**src/rtl/j1_data_stack.sv**
```systemverilog
`default_nettype none
// ============================================================================
// Module      : j1_data_stack
// Description : J1 data stack. Registered top-of-stack over a circular
//               register file; depth tracking with sticky overflow/underflow.
// Revision    : 1.0 - initial release
// ============================================================================
module j1_data_stack #(
    parameter int WIDTH = 32,
    parameter int DEPTH = 16
) (
    input  logic                       clk,
    input  logic                       rst_n,
    input  logic                       clear,
    input  logic                       op_valid,
    input  logic [1:0]                 dsp_delta,
    input  logic                       tos_wen,
    input  logic                       t_to_n,
    input  logic [WIDTH-1:0]           alu_result,
    output logic [WIDTH-1:0]           tos,
    output logic [WIDTH-1:0]           nos,
    output logic [$clog2(DEPTH):0]     depth,
    output logic                       full,
    output logic                       empty,
    output logic                       overflow,
    output logic                       underflow
);

    localparam int              c_SPW     = $clog2(DEPTH);
    localparam int              c_DW      = c_SPW + 1;
    localparam logic [c_DW-1:0] c_FULL    = c_DW'(DEPTH);
    localparam logic [1:0]      c_D_ZERO  = 2'b00;
    localparam logic [1:0]      c_D_PUSH  = 2'b01;
    localparam logic [1:0]      c_D_POP2  = 2'b10;
    localparam logic [1:0]      c_D_POP1  = 2'b11;

    logic [WIDTH-1:0] r_mem [DEPTH];
    logic [c_SPW-1:0] r_sp;
    logic [WIDTH-1:0] r_tos;
    logic [c_DW-1:0]  r_depth;
    logic             r_ovf;
    logic             r_unf;

    logic             w_exec;
    logic [c_SPW-1:0] w_sp_next;
    logic [c_DW-1:0]  w_depth_next;
    logic             w_ovf_set;
    logic             w_unf_set;
    logic             w_wr_en;
    logic [c_SPW-1:0] w_wr_addr;

    assign w_exec = op_valid & ~clear;

    always_comb begin
        w_sp_next    = r_sp;
        w_depth_next = r_depth;
        w_ovf_set    = 1'b0;
        w_unf_set    = 1'b0;
        w_wr_en      = 1'b0;
        w_wr_addr    = r_sp;
        case (dsp_delta)
            c_D_PUSH: begin
                w_sp_next = r_sp + c_SPW'(1);
                w_wr_en   = w_exec;
                w_wr_addr = r_sp + c_SPW'(1);
                // A push onto a full stack overwrites the oldest entry.
                if (r_depth == c_FULL) begin
                    w_ovf_set = 1'b1;
                end else begin
                    w_depth_next = r_depth + c_DW'(1);
                end
            end
            c_D_POP1: begin
                w_sp_next = r_sp - c_SPW'(1);
                if (r_depth == '0) begin
                    w_unf_set = 1'b1;
                end else begin
                    w_depth_next = r_depth - c_DW'(1);
                end
            end
            c_D_POP2: begin
                w_sp_next = r_sp - c_SPW'(2);
                if (r_depth < c_DW'(2)) begin
                    w_depth_next = '0;
                    w_unf_set    = 1'b1;
                end else begin
                    w_depth_next = r_depth - c_DW'(2);
                end
            end
            default: begin
                w_wr_en = w_exec & t_to_n;
            end
        endcase
    end

    always_ff @(posedge clk or negedge rst_n) begin
        if (!rst_n) begin
            r_tos   <= '0;
            r_sp    <= '0;
            r_depth <= '0;
            r_ovf   <= 1'b0;
            r_unf   <= 1'b0;
        end else if (clear) begin
            r_sp    <= '0;
            r_depth <= '0;
            r_ovf   <= 1'b0;
            r_unf   <= 1'b0;
        end else if (op_valid) begin
            r_sp    <= w_sp_next;
            r_depth <= w_depth_next;
            r_ovf   <= r_ovf | w_ovf_set;
            r_unf   <= r_unf | w_unf_set;
            if (tos_wen) begin
                r_tos <= alu_result;
            end
        end
    end

    // Storage is deliberately unreset; nos masking hides stale contents.
    always_ff @(posedge clk) begin
        if (w_wr_en) begin
            r_mem[w_wr_addr] <= r_tos;
        end
    end

    assign tos       = r_tos;
    assign nos       = (r_depth == '0) ? '0 : r_mem[r_sp];
    assign depth     = r_depth;
    assign full      = (r_depth == c_FULL);
    assign empty     = (r_depth == '0);
    assign overflow  = r_ovf;
    assign underflow = r_unf;

endmodule
`default_nettype wire

```
**config.mk**
```make
export PLATFORM = sky130hd
export DESIGN_NAME = j1_data_stack
export DESIGN_NICKNAME = d
export VERILOG_FILES = /design/src/rtl/j1_data_stack.sv
export SDC_FILE = /design/constraint.sdc
export NUM_CORES = 1
export LEC_CHECK = 0
export CAP_MARGIN = 20
export CORE_MARGIN = 5
export CORE_UTILIZATION = 55
export CTS_BUF_LIST = sky130_fd_sc_hd__clkbuf_4
export DETAILED_ROUTE_END_ITERATION = 10
export PLACE_DENSITY_LB_ADDON = 0.05
export SYNTH_ARGS = -nofsm -noshare
export SYNTH_HDL_FRONTEND = slang
export SYNTH_SLANG_ARGS = --single-unit
```
**constraint.sdc**
```tcl
create_clock -name clk -period 10.3 [get_ports clk]
set_input_delay 1.545 -clock clk [delete_from_list [all_inputs] [get_ports clk]]
set_output_delay 1.545 -clock clk [all_outputs]
set_load 0.03 [all_outputs]
```
Word level (Yosys, flattened, before mapping)
Memories as Yosys holds them, arrays and structs flattened.
Index checks and enable logic that the tools add are counted.
- bits in registers: 43
- bits in latches: 0
- RAM bits: 512
- ROM bits: 0
- word-level logic and storage cells: 54
- memories kept: 1
- memories (memory ; words ; width ; rd ports ; clocked after Yosys merged registers in ; wr ports ; line ; RTL):
    r_mem ; 16 ; 32 ; 1 ; 0 ; 1 ; 37 ; logic [WIDTH-1:0] r_mem [DEPTH];
- add/sub/neg operators: 6
- $mul: 0
- div/mod/pow operators: 0
- $lt $le $gt $ge: 1
- eq/ne operators: 6
- shifts and indexed selects: 0
- multiplexer cells: 23
- bitwise operators: 5
- reductions and logical operators: 7
- operator list (operator ; number):
    two-way mux 32 bit ; 1
    two-way mux 5 bit ; 5
    one-hot mux 5 bit (3 select lines) ; 1
    two-way mux 4 bit ; 3
    one-hot mux 4 bit (3 select lines) ; 1
    two-way mux 1 bit ; 10
    inequality test 3 bit (second input constant) ; 2
    adder 5 x 1 -> 5 bit (second input constant) ; 1
    equality test 5 bit (second input constant) ; 1
    zero test 5 bit ; 1
    < comparator 5 x 2 -> 1 bit (second input constant) ; 1
    subtractor 5 x 1 -> 5 bit (second input constant) ; 1
    subtractor 5 x 2 -> 5 bit (second input constant) ; 1
    adder 4 x 1 -> 4 bit (second input constant) ; 1
    equality test 2 bit (second input constant) ; 2
    one-hot mux 1 bit (2 select lines) ; 2
    AND reduction 4 bit ; 1
    nonzero test 4 bit ; 1
    subtractor 4 x 1 -> 4 bit (second input constant) ; 1
    subtractor 4 x 2 -> 4 bit (second input constant) ; 1
    AND reduction 3 bit ; 1
    bitwise AND 1 bit ; 2
    equality test 2 x 1 -> 1 bit (second input constant) ; 1
    OR 1 bit ; 2
    4 further kinds ; 4

Depth between registers and ports, before layout
Gate-level depths: netlist of the first run.
- depth after elaboration: 6
- gate-level depth with buffers: 10
- mapped depth without buffers: 8

Worst setup path before layout of the first run
OpenSTA, ideal clock, no wires.
- path kind: input to register
- start: input dsp_delta[0]
- end: memory r_mem[10][0], enable pin
- arrival: 3.956 ns
- required time: 9.879 ns
- path slack: 5.923 ns
- stages on the path: 6
- path buffers: 1
- cells stage by stage: clkbuf_1 > nor2b_1 > nand3_1 > xnor2_1 > nand2_1 > nor2_1
- cells in the longest elaborated chain, start to end: 5
- elaborated cells on any way between the ends: 8
- ends and longest elaborated chain (what ; line ; RTL):
    start, declared ; 16 ; input logic [1:0] dsp_delta,
    equality test 2 bit ; 61 ; case (dsp_delta)
    OR reduction 2 bit (no source line) ; - ;
    one-hot mux 1 bit (2 select lines) ; 61 ;
    two-way mux 1 bit ; 121 ; if (w_wr_en) begin
    two-way mux 1 bit (not written as such) ; 122 ; r_mem[w_wr_addr] <= r_tos;
    end, declared ; 37 ;
Several ways; a longest one is shown, not always the timed one.

Final worst setup path of the first run
- start: register r_sp[1]
- end: output nos[12]
- cells in the longest elaborated chain, start to end: 2
- ends and longest elaborated chain (what ; line ; RTL):
    start, declared ; 38 ; logic [c_SPW-1:0] r_sp;
    start signal, assigned ; 109 ; r_sp <= w_sp_next;
    memory (16 x 32 bit) ; - ;
    two-way mux 32 bit ; 127 ; assign nos = (r_depth == '0) ? '0 : r_mem[r_sp];
    end, declared ; 21 ; output logic [WIDTH-1:0] nos,
No other way between the ends.

==> results.cfg, run 1 <==
[status]
status = finished, final reports clean

[worst_setup_path]
crit_type = flop to primary output
crit_start = r_sp[1]
start_kind = flop
r2r_start = r_sp[1]
required_ns = 8.76
r2r_cells = 7
r2r_end = r_mem[10][4]
crit_path_end_kind = primary output
rrSetupSlack_ns = 6.56
worstPathArrival_ns = 4.57
worstPathMaxFanout = 71

[place]
dp.final_hpwl_um = 23000
gp_congestion = 0.754
port_buffers = 112
dp_slack_ns = 4.97

[drt]
firstDrtPassIters = 7
ant_nets = 0
viasPerCell = 5.82
drt_iter0_markers = 846
drt_wl_total_um = 46400
drcViolationCount = 0
dr_total_vias = 10600
post_drt_wl_per_cell_um = 25.4

[floorplanning]
fp.dieH_um = 209
rows = 72
initial_core_util_pct = 55.9
die-width_um = 209
io_pins = 113
die-area_um2 = 43600
core_um2 = 38900

[sta]
min_period_ns = 6.11
timing.fmax_mhz = 164
tns_ns = 0
period_share_pct = 59.4
rsz0062_at_grt = false
slew_headroom_pct = 29.1
worstMarginPinSlew_ns = 1.06
setup_viol_count_final = 0
setup_ws_ns = 4.19
finalHoldViolCount = 0
fin_skew_ns = 0.0383
report.final.slew_viol_count = 0

[clock_network]
post_cts_resize_count = 0
cts.sinks = 555
ctsHoldBuffers = 0
cts_buffer_depth = 3
numCtsBuffers = 141
cts_htree_levels = 4
cts_tree = yes
cts-root-buf = clkbuf_4
post-cts-setup-buffers = 0
clk_latency_ns = 0.80
clk_pin_slew_worst_paths_ns = 0.06

[synthesis]
synth_area_um2 = 21700
yosys-top-cells-count = edfxtp_1, mux4_2, dfrtp_1
synth_cell_types = 43
synth_nets = 1024
yosysTopAreaCell = edfxtp_1
synth-edff-count = 512
yosysSeqAreaShare_pct = 75.6
synth_ff_type = edfxtp_1
yosysMostFrequentCell = edfxtp_1
yosysTopAreaCellShare_pct = 70.7
synth_area_leaders = edfxtp_1, mux4_2, dfrtp_1
yosysWarnings = 0
synth-async-reset-ratio_pct = 7.75
syn_avg_cell_area_um2 = 22.3
synth-seq-cells = 555
synth_cells = 976

[pwr]
power.internal_w = 0.00400
p_sw_w = 0.00129
power_w = 0.00529
peakVddDrop_uv = 110
seq_power_share_pct = 51.6
power_density_nw_per_um2 = 207
p_comb_share_pct = 11.4
clkPwrFrac_pct = 37.0
switching_share_pct = 24.4
p_leak_nw = 8.29

[min_path]
min_to = underflow
whs_path_depth = 2
hold_class = flop to flop
min_from = underflow

[global_routing]
grt_pass1_wl_um = 70900
grt_max_degree = 88
grt_usage_pct = 21.9
grt_pass1_vias = 11500
antenna_found_initial = 1
grt_overflow = 0

[final_layout]
syn_to_final_growth_pct = 17.5
fin_nets = 1252
drive_gt1_share_pct = 34.6

[run]
cap_violations = 0
## stage by stage
stage	instances	instance area [µm²]	utilization [%]	hold WS [ns]
global route	1828	25600	65.7	0.558
detailed placement	1578	23600	60.6	0.499
CTS	1826	25500	65.6	0.510
finish	1828	25600	65.7	0.505
floorplan	976	21700	-	0.665
global placement	1577	23600	60.6	0.488
## worst max path at each step
stage | to | slack (ns) | cells after the start
2_1_floorplan | r_mem[10][0] | 5.92 | 6
3_3_place_gp | nos[27] | 4.97 | 5
3_5_place_dp | nos[12] | 4.97 | 5
4_1_cts | nos[12] | 4.11 | 5
5_1_grt | nos[12] | 3.98 | 5
6_report | nos[12] | 4.19 | 5
## power groups by stage
stage / sequential, W / combinational [W] / clock, W
final: 0.00273 / 0.000603 / 0.00196
after global routing: 0.00275 / 0.000642 / 0.00215
after CTS: 0.00274 / 0.000605 / 0.00201
after detailed placement: 0.00279 / 0.000603 / 0
after global placement: 0.00278 / 0.000600 / 0
after floorplan: 0.00277 / 0.000344 / 0
## critical path: stages (launching register included)
cell	delay [ns]
dfrtp_4	1.08
buf_4	0.94
mux4_2	0.43
mux4_2	0.51
nor2b_1	0.15
clkdlybuf4s50_1	0.60
## sequential cells by signal, summed over array words and instances (netlist names)
name	count
r_mem	512
r_sp	4
depth	5
tos	32
overflow	1
underflow	1
## area by class of cell
class	count	area, µm²
Multi-Input combinational cell	361	5130
Antenna cell	1	2.50
Sequential cell	555	16500
Tap cell	518	648
Fill cell	2723	13400
Timing Repair Buffer	138	1350
Clock inverter	19	213
Clock buffer	229	1720
Inverter	7	26.3
## cell families (layout without fill, tap and decap cells)
logic type	count (synthesis)	in the layout	share of synthesized area, %
compound gates	39	39	1.15
xor+xnor	11	11	0.443
fa+ha+maj	8	8	0.460
buf+inv	60	393	1.35
flops	555	555	75.6
mux	196	196	18.4
other cells	0	1	0
simple gates	107	107	2.54
## layout by cell type, fill, tap and decap left out, types with 7 or more instances in the layout
cell type / n
mux2_1: 32
buf_4: 23
clkbuf_4: 229
nor2b_1: 34
clkdlybuf4s50_1: 111
nor3_1: 8
nand2_1: 14
ha_1: 8
mux4_2: 160
nor2_4: 17
nor2_1: 16
xnor2_1: 10
clkinv_1: 7
a21oi_1: 13
dfrtp_1: 39
edfxtp_1: 512
## metal layers
layer	GRT usage (%)	share of wire, %	vias to the layer above
met5	0	0	-
met4	6.21	1.4	0
met3	4.74	6.0	53
met2	35.8	52	360
met1	30.5	41	5613
li1	-	-	4622
Power figures use the tool's default switching activity.
==> run 2: changes to the inputs <==
clock period = 6.15 ns   (was 10.3 ns; I/O delays follow)
==> run 2 against run 1 <==
Compared with the run above:
- hold slack worse by 0.23 ns
- clock-buffer cell count decreased by 16
- core utilization is 0.080 points lower
- die area stayed put
- clock power is 60% higher
- cell count shrank 0.16%
- routed wire length is 2.2% lower
- combinational power up 66%
- sequential cell count is the same
- via count increased by 0.44%
- setup slack worse by 3.2 ns
- largest power group unchanged
- highest routed layer unchanged
==> results.cfg, run 2 (synthesized netlist as in run 1, its figures left out) <==
[pwr]
p_sw_w = 0.00216
peakVddDrop_uv = 223
power.internal_w = 0.00656
power_density_nw_per_um2 = 342
p_leak_nw = 8.25
power_w = 0.00873
seq_power_share_pct = 52.6
clkPwrFrac_pct = 35.9
switching_share_pct = 24.8
p_comb_share_pct = 11.5

[sta]
min_period_ns = 5.13
tns_ns = 0
period_share_pct = 83.4
rsz0062_at_grt = false
finalHoldViolCount = 0
fin_skew_ns = 0.0439
report.final.slew_viol_count = 0
slew_headroom_pct = 24.9
hold_slack_ns = 0.273
setup_ws_ns = 1.02
setup_viol_count_final = 0
timing.fmax_mhz = 195
worstMarginPinSlew_ns = 1.13

[drt]
ant_nets = 0
dr_total_vias = 10700
drt_iter0_markers = 792
drt_wl_total_um = 45400
post_drt_wl_per_cell_um = 24.9
drcViolationCount = 0
viasPerCell = 5.86
firstDrtPassIters = 5

[run]
cap_violations = 0

[final_layout]
fin_area_um2 = 25500
fin_nets = 1258
final_cell_mix = edfxtp_1, clkbuf_4, mux4_2
syn_to_final_growth_pct = 17.4
regMostFlops = r_mem
drive_gt1_share_pct = 33.9
largest_reg_flops = 512
layout_commonest_cell = edfxtp_1

[worst_setup_path]
worstPathArrival_ns = 4.21
start_kind = flop
critPathMostFrequentCell = mux4_2
r2r_end = r_mem[1][15]
r2r_cells = 7
cpMaxStageDelayCell = dfrtp_4
rrSetupSlack_ns = 2.13
r2r_start = r_sp[0]
cp_cell_sequence = buf_4, mux4_2, mux4_2, nor2b_1, clkdlybuf4s50_1
slowest_delay_ns = 1.01
worstPathMaxFanout = 46
required_ns = 5.23
crit_path_end_kind = primary output
crit_type = flop to primary output

[place]
dp.final_hpwl_um = 26400
dp_slack_ns = 1.69
gp_congestion = 0.750
place_area_um2 = 23700
port_buffers = 112

[floorplanning]
core_um2 = 38900
rows = 72
die-width_um = 209
fp.dieH_um = 209
initial_core_util_pct = 55.9
die-area_um2 = 43600
io_pins = 113

[clock_network]
ctsHoldBuffers = 0
clk_pin_slew_worst_paths_ns = 0.06
cts_htree_levels = 4
numCtsBuffers = 144
cts_buffer_depth = 3
post-cts-setup-buffers = 0
cts-root-buf = clkbuf_4
cts_tree = yes
post_cts_resize_count = 0
clk_latency_ns = 0.81
cts.sinks = 555

[status]
status = finished, final reports clean

[global_routing]
grt_pass1_wl_um = 69400
grt_max_degree = 60
grt_overflow = 0
grt_pass1_vias = 11500
antenna_found_initial = 1
grt_usage_pct = 21.1

[min_path]
hold_class = input pin to async pin
==> run 2: changes by cell type in the layout (fill, tap and decap cells not counted), sizes merged <==
cell      before  now
inv           11   14
clkinv         9   16
clkbuf       229  213
clkinvlp       1    2
buf           27   30
bufinv         5    4
==> run 2: metrics by stage <==
stage	util, %	instances
floorplan	-	976
global placement	60.6	1577
detailed placement	60.9	1582
CTS	65.6	1824
global route	65.6	1825
finish	65.6	1825
==> run 2: routing by layer <==
layer  wire length (µm)  up-vias  global-route usage (%)
li1                   -     4634                       -
met1              19700     5676                    29.9
met2              22500      329                    33.7
met3               2440       56                    4.89
met4                668        0                    6.28
met5                  0        -                       0
==> run 2: power groups by stage <==
stage,Combinational [W],Clock [W],Sequential (W)
after global placement,0.000998,0,0.00467
after global routing,0.00107,0.00344,0.00462
after detailed placement,0.00102,0,0.00468
after floorplan,0.000576,0,0.00464
after CTS,0.00102,0.00323,0.00460
final,0.00100,0.00313,0.00459
==> run 2: how the worst max path moves through the flow <==
| stage | cells past startpoint | endpoint | from |
|---|---|---|---|
| finish | 5 | nos[25] | r_sp[0] |
| floorplan | 6 | r_mem[10][0] | dsp_delta[0] |
| global placement | 5 | nos[25] | r_sp[0] |
| detailed placement | 5 | nos[25] | r_sp[0] |
| CTS | 5 | nos[25] | r_sp[0] |
| global route | 5 | nos[31] | r_sp[0] |
==> run 2: worst max-delay path, delay by kind of cell, from the launching register on <==
kind / cells / cell delay (ns)
buffers and inverters: 2 / 1.17
muxes: 2 / 1.06
DFF: 1 / 1.01
and+or+nand+nor: 1 / 0.15
==> run 2: cell type report <==
cell class / instances / area (µm²)
multi-input cells: 361 / 5130
inverters: 7 / 26.3
clock buffers: 213 / 1600
well taps: 518 / 648
diodes: 1 / 2.50
flip-flops and latches: 555 / 16500
repair buffers: 141 / 1430
fillers: 2700 / 13400
clock inverters: 29 / 224
==> run 3: changes to the inputs <==
clock period = 4.6 ns   (was 6.15 ns; I/O delays follow)
==> run 3 against run 2 <==
Compared with the run above:
- clock skew decreased by 0.0020 ns
- highest routed layer unchanged
- critical endpoint is now nos[27]
- core utilization increased by 0.70 points
- critical path depth unchanged
==> results.cfg, run 3 (synthesized netlist as in run 1, its figures left out) <==
[status]
status = finished, final reports clean

[final_layout]
n_fill_cell = 2694
layout_commonest_cell = edfxtp_1
drive_gt1_share_pct = 34.4
largest_reg_flops = 512
syn_to_final_growth_pct = 18.6
finish.utilization_pct = 66.3
final_cell_mix = edfxtp_1, clkbuf_4, mux4_2
fin_nets = 1274
regMostFlops = r_mem

[drt]
firstDrtPassIters = 5
drcViolationCount = 0
drt_iter0_markers = 804
drt_wl_total_um = 47700
ant_nets = 0
post_drt_wl_per_cell_um = 25.6
viasPerCell = 5.81
dr_total_vias = 10800

[worst_setup_path]
worstPathArrival_ns = 3.65
r2r_start = r_sp[1]
crit_type = flop to primary output
r2r_end = r_mem[3][6]
r2r_cells = 8
cp_top_family = multiplexers
required_ns = 3.91
slowest_delay_ns = 0.65
rrSetupSlack_ns = 1.25
worstPathMaxFanout = 12
timing.critical_path.buf_inv = 2
critPathMostFrequentCell = mux4_2
crit_path_end_kind = primary output
cpMaxStageDelayCell = dfrtp_4
start_kind = flop
cp_cell_sequence = buf_4, mux4_2, mux4_2, nor2b_1, clkdlybuf4s50_1

[sta]
rsz0062_at_grt = false
tns_ns = 0
worstMarginPinSlew_ns = 0.774
period_share_pct = 94.3
setup_ws_ns = 0.262
slew_headroom_pct = 48.4
setup_viol_count_final = 0
finalHoldViolCount = 0
timing.fmax_mhz = 231
hold_slack_ns = 0.463
report.final.slew_viol_count = 0
fin_skew_ns = 0.0420
min_period_ns = 4.34

[min_path]
min_from = alu_result[26]
hold_class = input pin to flop
whs_path_depth = 2
min_to = tos[26]

[place]
port_buffers = 112
dp_slack_ns = 0.696
gp_congestion = 0.732
dp.final_hpwl_um = 25300

[clock_network]
cts.sinks = 555
cts_buffer_depth = 3
numCtsBuffers = 141
clk_pin_slew_worst_paths_ns = 0.07
clk_latency_ns = 0.81
cts-root-buf = clkbuf_4
cts_htree_levels = 4
cts_tree = yes

[global_routing]
grt_pass1_wl_um = 72500
antenna_found_initial = 2
grt_usage_pct = 22.4
grt_overflow = 0
grt_max_degree = 60
grt_pass1_vias = 11700

[floorplanning]
fp.dieH_um = 209
io_pins = 113
initial_core_util_pct = 55.9
core_um2 = 38900
die-area_um2 = 43600
rows = 72
die-width_um = 209

[pwr]
power_density_nw_per_um2 = 454
peakVddDrop_uv = 291
p_leak_nw = 8.37

[run]
cap_violations = 0
==> run 3: changes by cell type in the layout (fill, tap and decap cells not counted), sizes merged <==
cell | previous run | this run
clkinv | 16 | 32
bufinv | 4 | 3
clkbuf | 213 | 215
diode | 1 | 4
inv | 14 | 10
clkinvlp | 2 | 4
buf | 30 | 48
dlygate4sd3 | 0 | 1
==> run 3: per-stage QoR <==
step,cells,power [W],area (µm²)
finish,1862,0.0117,25800
global route,1862,0.0123,25800
CTS,1858,0.0119,25800
detailed placement,1598,0.00763,23900
global placement,1598,0.00760,23900
floorplan,976,0.00697,21700
==> run 3: worst max-delay path by stage <==
stage | end | start | cells after the start | slack (ns)
6_report | nos[27] | r_sp[0] | 5 | 0.26
5_1_grt | nos[27] | r_sp[0] | 5 | 0.06
4_1_cts | nos[27] | r_sp[0] | 5 | 0.15
3_5_place_dp | nos[16] | r_sp[0] | 5 | 0.70
3_3_place_gp | nos[16] | r_sp[0] | 5 | 0.71
2_1_floorplan | r_mem[7][0] | r_sp[1] | 8 | 1.00
==> run 3: repair_timing <==
action                                 4_1_cts  5_1_grt
endpoints found under the hold margin       27        0
buffers inserted                             2        0
setup endpoints to repair                   29        0
hold buffers                                 1        0
gates resized for setup                      0        0
==> run 3: power breakdown <==
part / internal (W) / switching [W] / total (W)
registers: 0.00581 / 0.000307 / 0.00612
clock network: 0.00231 / 0.00192 / 0.00422
logic: 0.000645 / 0.000741 / 0.00139
total: 0.00876 / 0.00296 / 0.0117
==> run 3: cell type report <==
class | instances | area (µm²) | share of cell area [%]
diodes | 4 | 10.0 | 0.0388
clock buffers | 215 | 1610 | 6.26
clock inverters | 42 | 255 | 0.989
inverters | 7 | 26.3 | 0.102
multi-input cells | 361 | 5130 | 19.9
flip-flops and latches | 555 | 16500 | 63.8
well taps | 518 | 648 | 2.51
repair buffers | 160 | 1650 | 6.39
==> run 3: layer usage <==
metal,wire (µm),track usage [%],vias up,part of all wire [%]
met3,3130,5.55,51,6.5
met5,0,0,-,0
met1,19600,30.8,5696,41
met2,24400,36.5,379,51
li1,-,-,4692,-
met4,618,6.19,0,1.3
==> patch 1 (config.mk and constraints of run 3) <==
Reset style: synchronous (`rst_n`), changed in one clocked block.
--- a/src/rtl/j1_data_stack.sv
+++ b/src/rtl/j1_data_stack.sv
@@ -93,7 +93,7 @@
         endcase
     end
 
-    always_ff @(posedge clk or negedge rst_n) begin
+    always_ff @(posedge clk) begin
         if (!rst_n) begin
             r_tos   <= '0;
             r_sp    <= '0;
Behaviour: not the same (Yosys sat finds a counterexample within 4 cycles, from zero or initial values and one cycle with rst_n low; the reset may be asserted at any time).
==> patch 1 against run 3 <==
  * Sequential cell count grew 4
  * Final area shrank 0.49%
  * Wire length fell by 0.95%
  * Area after synthesis decreased by 0.30%
  * Setup slack better by 0.061 ns
  * Register-to-register slack improved by 0.70 ns
  * Global-route usage is 0.39 points lower
  * Critical path type unchanged
Power is not compared: it rests on default switching activity, and its combinational part moved more than twofold at a synthesized area within 25%.
==> patch 1: results <==
[run_status]
run_status = completed

[logic_synthesis]
synth-compound-area-share_pct = 3.220
muxShareOfSynthArea_pct = 16.35
count_of_flip_flops_with_a_built_in_enable_after_synthesis = 512
async_reset_ff_share_pct = 0
sequential_cell_area_fraction_in_the_yosys_report_pct = 75.25
synth.cells.most_frequent = edfxtp_1 (512), mux4_2 (129), nand2_1 (84), mux2i_1 (64), dfxtp_1 (47)
synth.top_cells.by_area = edfxtp_1 (71%), mux4_2 (13%), dfxtp_1 (4.3%), mux2i_1 (3.0%), nand2_1 (1.5%)
postSynthNetCount = 1128
syn_avg_cell_area_um2 = 20.06
synthAdderAreaFrac_pct = 0.4039
yosys.area_share.xor_xnor_pct = 0.3231
netlist-cell-type-count = 50

[place]
placement.io_buffers = 112
place_congestion = 0.7974
detailed_place.area_mm2 = 0.02373
post-dp-hpwl_um = 27960
numPlacedInstances = 1688

[finish]
registers.top_by_ff_count = r_mem
fraction_of_final_layout_cells_with_drive_strength_greater_than_1_pct = 29.86
layout.filler_cells = 2620
largest_reg_flops = 512
nNetsFinal = 1362

[route]
totalWireLength_um = 47290
dr.first_iter.drc_count = 831
drt_first_pass_iters = 5
routed_wl_per_cell_um = 24.36
detail_route.vias_per_cell = 5.744

[worst_setup_path]
critical_path.slowest_cell = clkdlybuf4s50_1
ff2ff_setup_slack_ns = 1.95
critical_path.max_stage_delay_ns = 0.63
critPathTopFamily = simple AND/OR/NAND/NOR gates
worst_ep_arrival_time_ns = 3.59
worst-r2r-cell-count = 6
highest_net_fanout_along_the_worst_path = 19

[grt]
grt_start_max_net_pins = 42
use_met2_pct = 35.07
grt_first_pass_wirelength_um = 71790
globalRouteMet3Util_pct = 5.423
gr-usage-all-layers_pct = 21.98
grt.met1_usage_pct = 30.92
grt_pass1_vias = 11890

[clock_network]
post-cts-setup-buffers = 0
cts-buffers-inserted = 142
cts-root-buf = clkbuf_4
clk_latency_ns = 0.79
post_cts_resize_count = 0

[worst_hold_path]
whs_path_cells = 3
min_path_type = primary input to flop

[sta]
clock-skew-final_ns = 0.03085
worst_pin_slew_ns = 0.8951
hold_viol = 0

[pwr]
power.ir.vdd_worst_v = 0.0002082
patch 1: cell count changes after synthesis, sizes merged, moves of 4 or more:
cell,run 3,this run
nor2b,34,2
dfrtp,43,0
clkbuf,24,28
a21boi,0,33
buf,29,35
mux2i,3,64
mux2,33,0
nand2,14,84
nor2,33,27
mux4,160,129
dfxtp,0,47
nor3,8,3
nand3,3,9
o22ai,1,32
patch 1: tightest hold or removal path: stages:
cell             delay [ns]
clkdlybuf4s50_1        0.40
nand2_1                0.05
a21boi_0               0.06
patch 1: report_power, final:
part	internal [mW]	switching, mW	total [mW]
clock	2.46	1.89	4.35
combinational	0.252	0.303	0.555
sequential	5.54	0.0745	5.61
patch 1: cell type report:
type                       instances  share of cell area (%)
antenna                            3                 0.02925
tap                              518                   2.525
sequential                       559                   63.61
timing repair buffer             153                   6.181
clock inverter                    41                   1.345
clock buffer                     208                   6.083
multi-input combinational        450                   20.10
inverter                           9                  0.1316
patch 1: cells by family after synthesis:
kind of cell | Yosys count
adder cells (fa/ha/maj) | 7
AO/OA/AOI/OAI | 102
XOR/XNOR | 8
multiplexers | 193
AND/OR/NAND/NOR | 140
flip-flops | 559
buffers and inverters | 72
patch 1: through the flow:
step	hold WS, ns	setup slack, ns	utilization [%]
after CTS	0.3787	0.2300	66.02
after floorplan	0.5269	1.172	-
after detailed placement	0.4562	0.9398	61.11
after global routing	0.3730	0.05217	66.11
after global placement	0.4555	0.9622	61.11
final	0.4588	0.3230	66.11
patch 1: layer usage:
metal / up-vias / part of all wire [%]
met2: 377 / 50
met1: 5730 / 43
li1: 4985 / -
met4: 0 / 1.4
met5: - / 0
met3: 57 / 6.0
patch 1: path summary, 6_finish.rpt:
path / startpoint / end
hold reg to reg: underflow / underflow
setup / recovery: depth[1] / nos[2]
setup reg to reg: r_sp[0] / r_mem[4][21]
hold / removal: alu_result[4] / tos[4]
==> patch 2 (settings of run 3) <==
Made on the original files. Change the parameter `WIDTH` from 32 to 16.
--- a/src/rtl/j1_data_stack.sv
+++ b/src/rtl/j1_data_stack.sv
@@ -6,7 +6,7 @@
 // Revision    : 1.0 - initial release
 // ============================================================================
 module j1_data_stack #(
-    parameter int WIDTH = 32,
+    parameter int WIDTH = 16,
     parameter int DEPTH = 16
 ) (
     input  logic                       clk,
Ports: changed (resized alu_result, nos and tos); port bits go from 113 to 65. No check against the original RTL was run, so the function may have changed too.
==> patch 2 against run 3 <==
  * Final area down 47%
  * Total power fell by 49%
  * Critical path depth unchanged
  * Setup slack gained 0.095 ns
  * Wire length decreased by 48%
  * Global-route usage decreased by 1.1 points
  * Core utilization fell by 1.0 points
  * Register-to-register slack better by 0.50 ns
  * Sequential cell count fell by 272
  * Area after synthesis decreased by 47%
  * Combinational power down 47%
  * Clock power is 51% lower
  * Fmax is 2.2% higher
  * Critical path type unchanged
  * Highest routed layer unchanged
==> patch 2: results <==
[run_status]
run_status = completed

[sta]
worst_pin_slew_ns = 1.123
clock-skew-final_ns = 0.02806

[grt]
grt_antenna_before_repair = 1
grt_start_max_net_pins = 39
grt_first_pass_wirelength_um = 37820
gr-usage-all-layers_pct = 21.28
grt_pass1_vias = 6463

[worst_setup_path]
critPathTopFamily = buffers and inverters
highest_net_fanout_along_the_worst_path = 20
critical_path.max_stage_delay_ns = 0.71
worst_ep_arrival_time_ns = 3.55

[logic_synthesis]
netlist-cell-type-count = 45
synth.cells.most_frequent = edfxtp_1 (256), mux4_2 (77), nor2_1 (32), dfrtp_1 (27), mux2_2 (18)
count_of_flip_flops_with_a_built_in_enable_after_synthesis = 256
synth.top_cells.by_area = edfxtp_1 (67%), mux4_2 (15%), dfrtp_1 (5.9%), mux2_2 (1.8%), nor2_1 (1.0%)
sequential_cell_area_fraction_in_the_yosys_report_pct = 72.57
syn_avg_cell_area_um2 = 20.22
postSynthNetCount = 602
async_reset_ff_share_pct = 9.541

[place]
place_congestion = 0.8069
post-dp-hpwl_um = 14670
placement.io_buffers = 64
numPlacedInstances = 921
post-place-ws_ns = 0.7608

[finish]
layout.filler_cells = 1505
nNetsFinal = 753
fraction_of_final_layout_cells_with_drive_strength_greater_than_1_pct = 34.33
largest_reg_flops = 256

[clock_network]
cts-buffers-inserted = 72
max-clock-path-buffers = 3
clk_latency_ns = 0.65

[route]
num_vias = 6033
routed_wl_per_cell_um = 23.55
detail_route.vias_per_cell = 5.773
drt_first_pass_iters = 4
dr.first_iter.drc_count = 460

[pwr]
power_leakage_nw = 4.545
power.ir.vdd_worst_v = 0.0002326

[worst_hold_path]
min_path_type = primary input to async pin
patch 2: through the flow:
step / util [%] / area, µm²
after global routing: 65.26 / 13590
after detailed placement: 60.84 / 12670
after global placement: 60.84 / 12670
after CTS: 65.15 / 13570
after floorplan: - / 11520
final: 65.26 / 13590
patch 2: worst paths after layout:
| path | from | slack [ns] | cells past startpoint | end |
|---|---|---|---|---|
| worst max-delay path | r_sp[0] | 0.36 | 5 | nos[9] |
| worst min-delay path | rst_n | 0.13 | 1 | depth[2] |
| worst max register to register | r_sp[1] | 1.75 | 8 | r_mem[3][0] |
| worst min register to register | underflow | 0.52 | 2 | underflow |
| max in group asynchronous | rst_n | 3.86 | 1 | r_sp[0] |
| min in group clk | underflow | 0.52 | 2 | underflow |
patch 2: what timing repair did:
item / 4_1_cts / 5_1_grt
setup buffers: 0 / 1
gates resized for setup: 0 / 0
setup endpoints to repair: 0 / 11
patch 2: final cells by class:
class / instances / area (µm²) / share of cell area, %
Tap cell: 275 / 344.1 / 2.532
Sequential cell: 283 / 8368 / 61.58
Inverter: 7 / 26.28 / 0.1934
Clock inverter: 12 / 72.57 / 0.5340
Multi-Input combinational cell: 249 / 2959 / 21.78
Antenna cell: 1 / 2.502 / 0.01841
Timing Repair Buffer: 108 / 991.0 / 7.292
Clock buffer: 110 / 825.8 / 6.077
patch 2: worst register-to-register path, stage by stage (launching register included):
cell	delay (ns)
dfrtp_2	0.81
buf_12	0.30
inv_1	0.16
ha_1	0.33
nand2_1	0.08
o22ai_1	0.20
nand2_1	0.15
nor2_1	0.20
buf_4	0.28
patch 2: layer usage:
layer | up-vias | track usage (%) | routed length [µm]
li1 | 2677 | - | -
met1 | 3112 | 30.04 | 10680
met2 | 213 | 33.42 | 12060
met3 | 31 | 5.008 | 1478
met4 | 0 | 6.981 | 403
met5 | - | 0 | 0
patch 2: cell families after synthesis:
family                     Yosys count  share of synthesized area [%]
DFF                                283                          72.57
muxes                              100                          17.66
and+or+nand+nor                     94                          4.321
buffers and inverters               38                          1.759
AOI/OAI and AO/OA                   36                          1.987
xor gates and xnor gates            11                         0.8359
adders and majority gates            8                         0.8686
patch 2: power breakdown:
group / internal [mW] / switching (mW)
Clock: 1.14 / 0.931
Sequential: 2.96 / 0.166
Combinational: 0.353 / 0.380
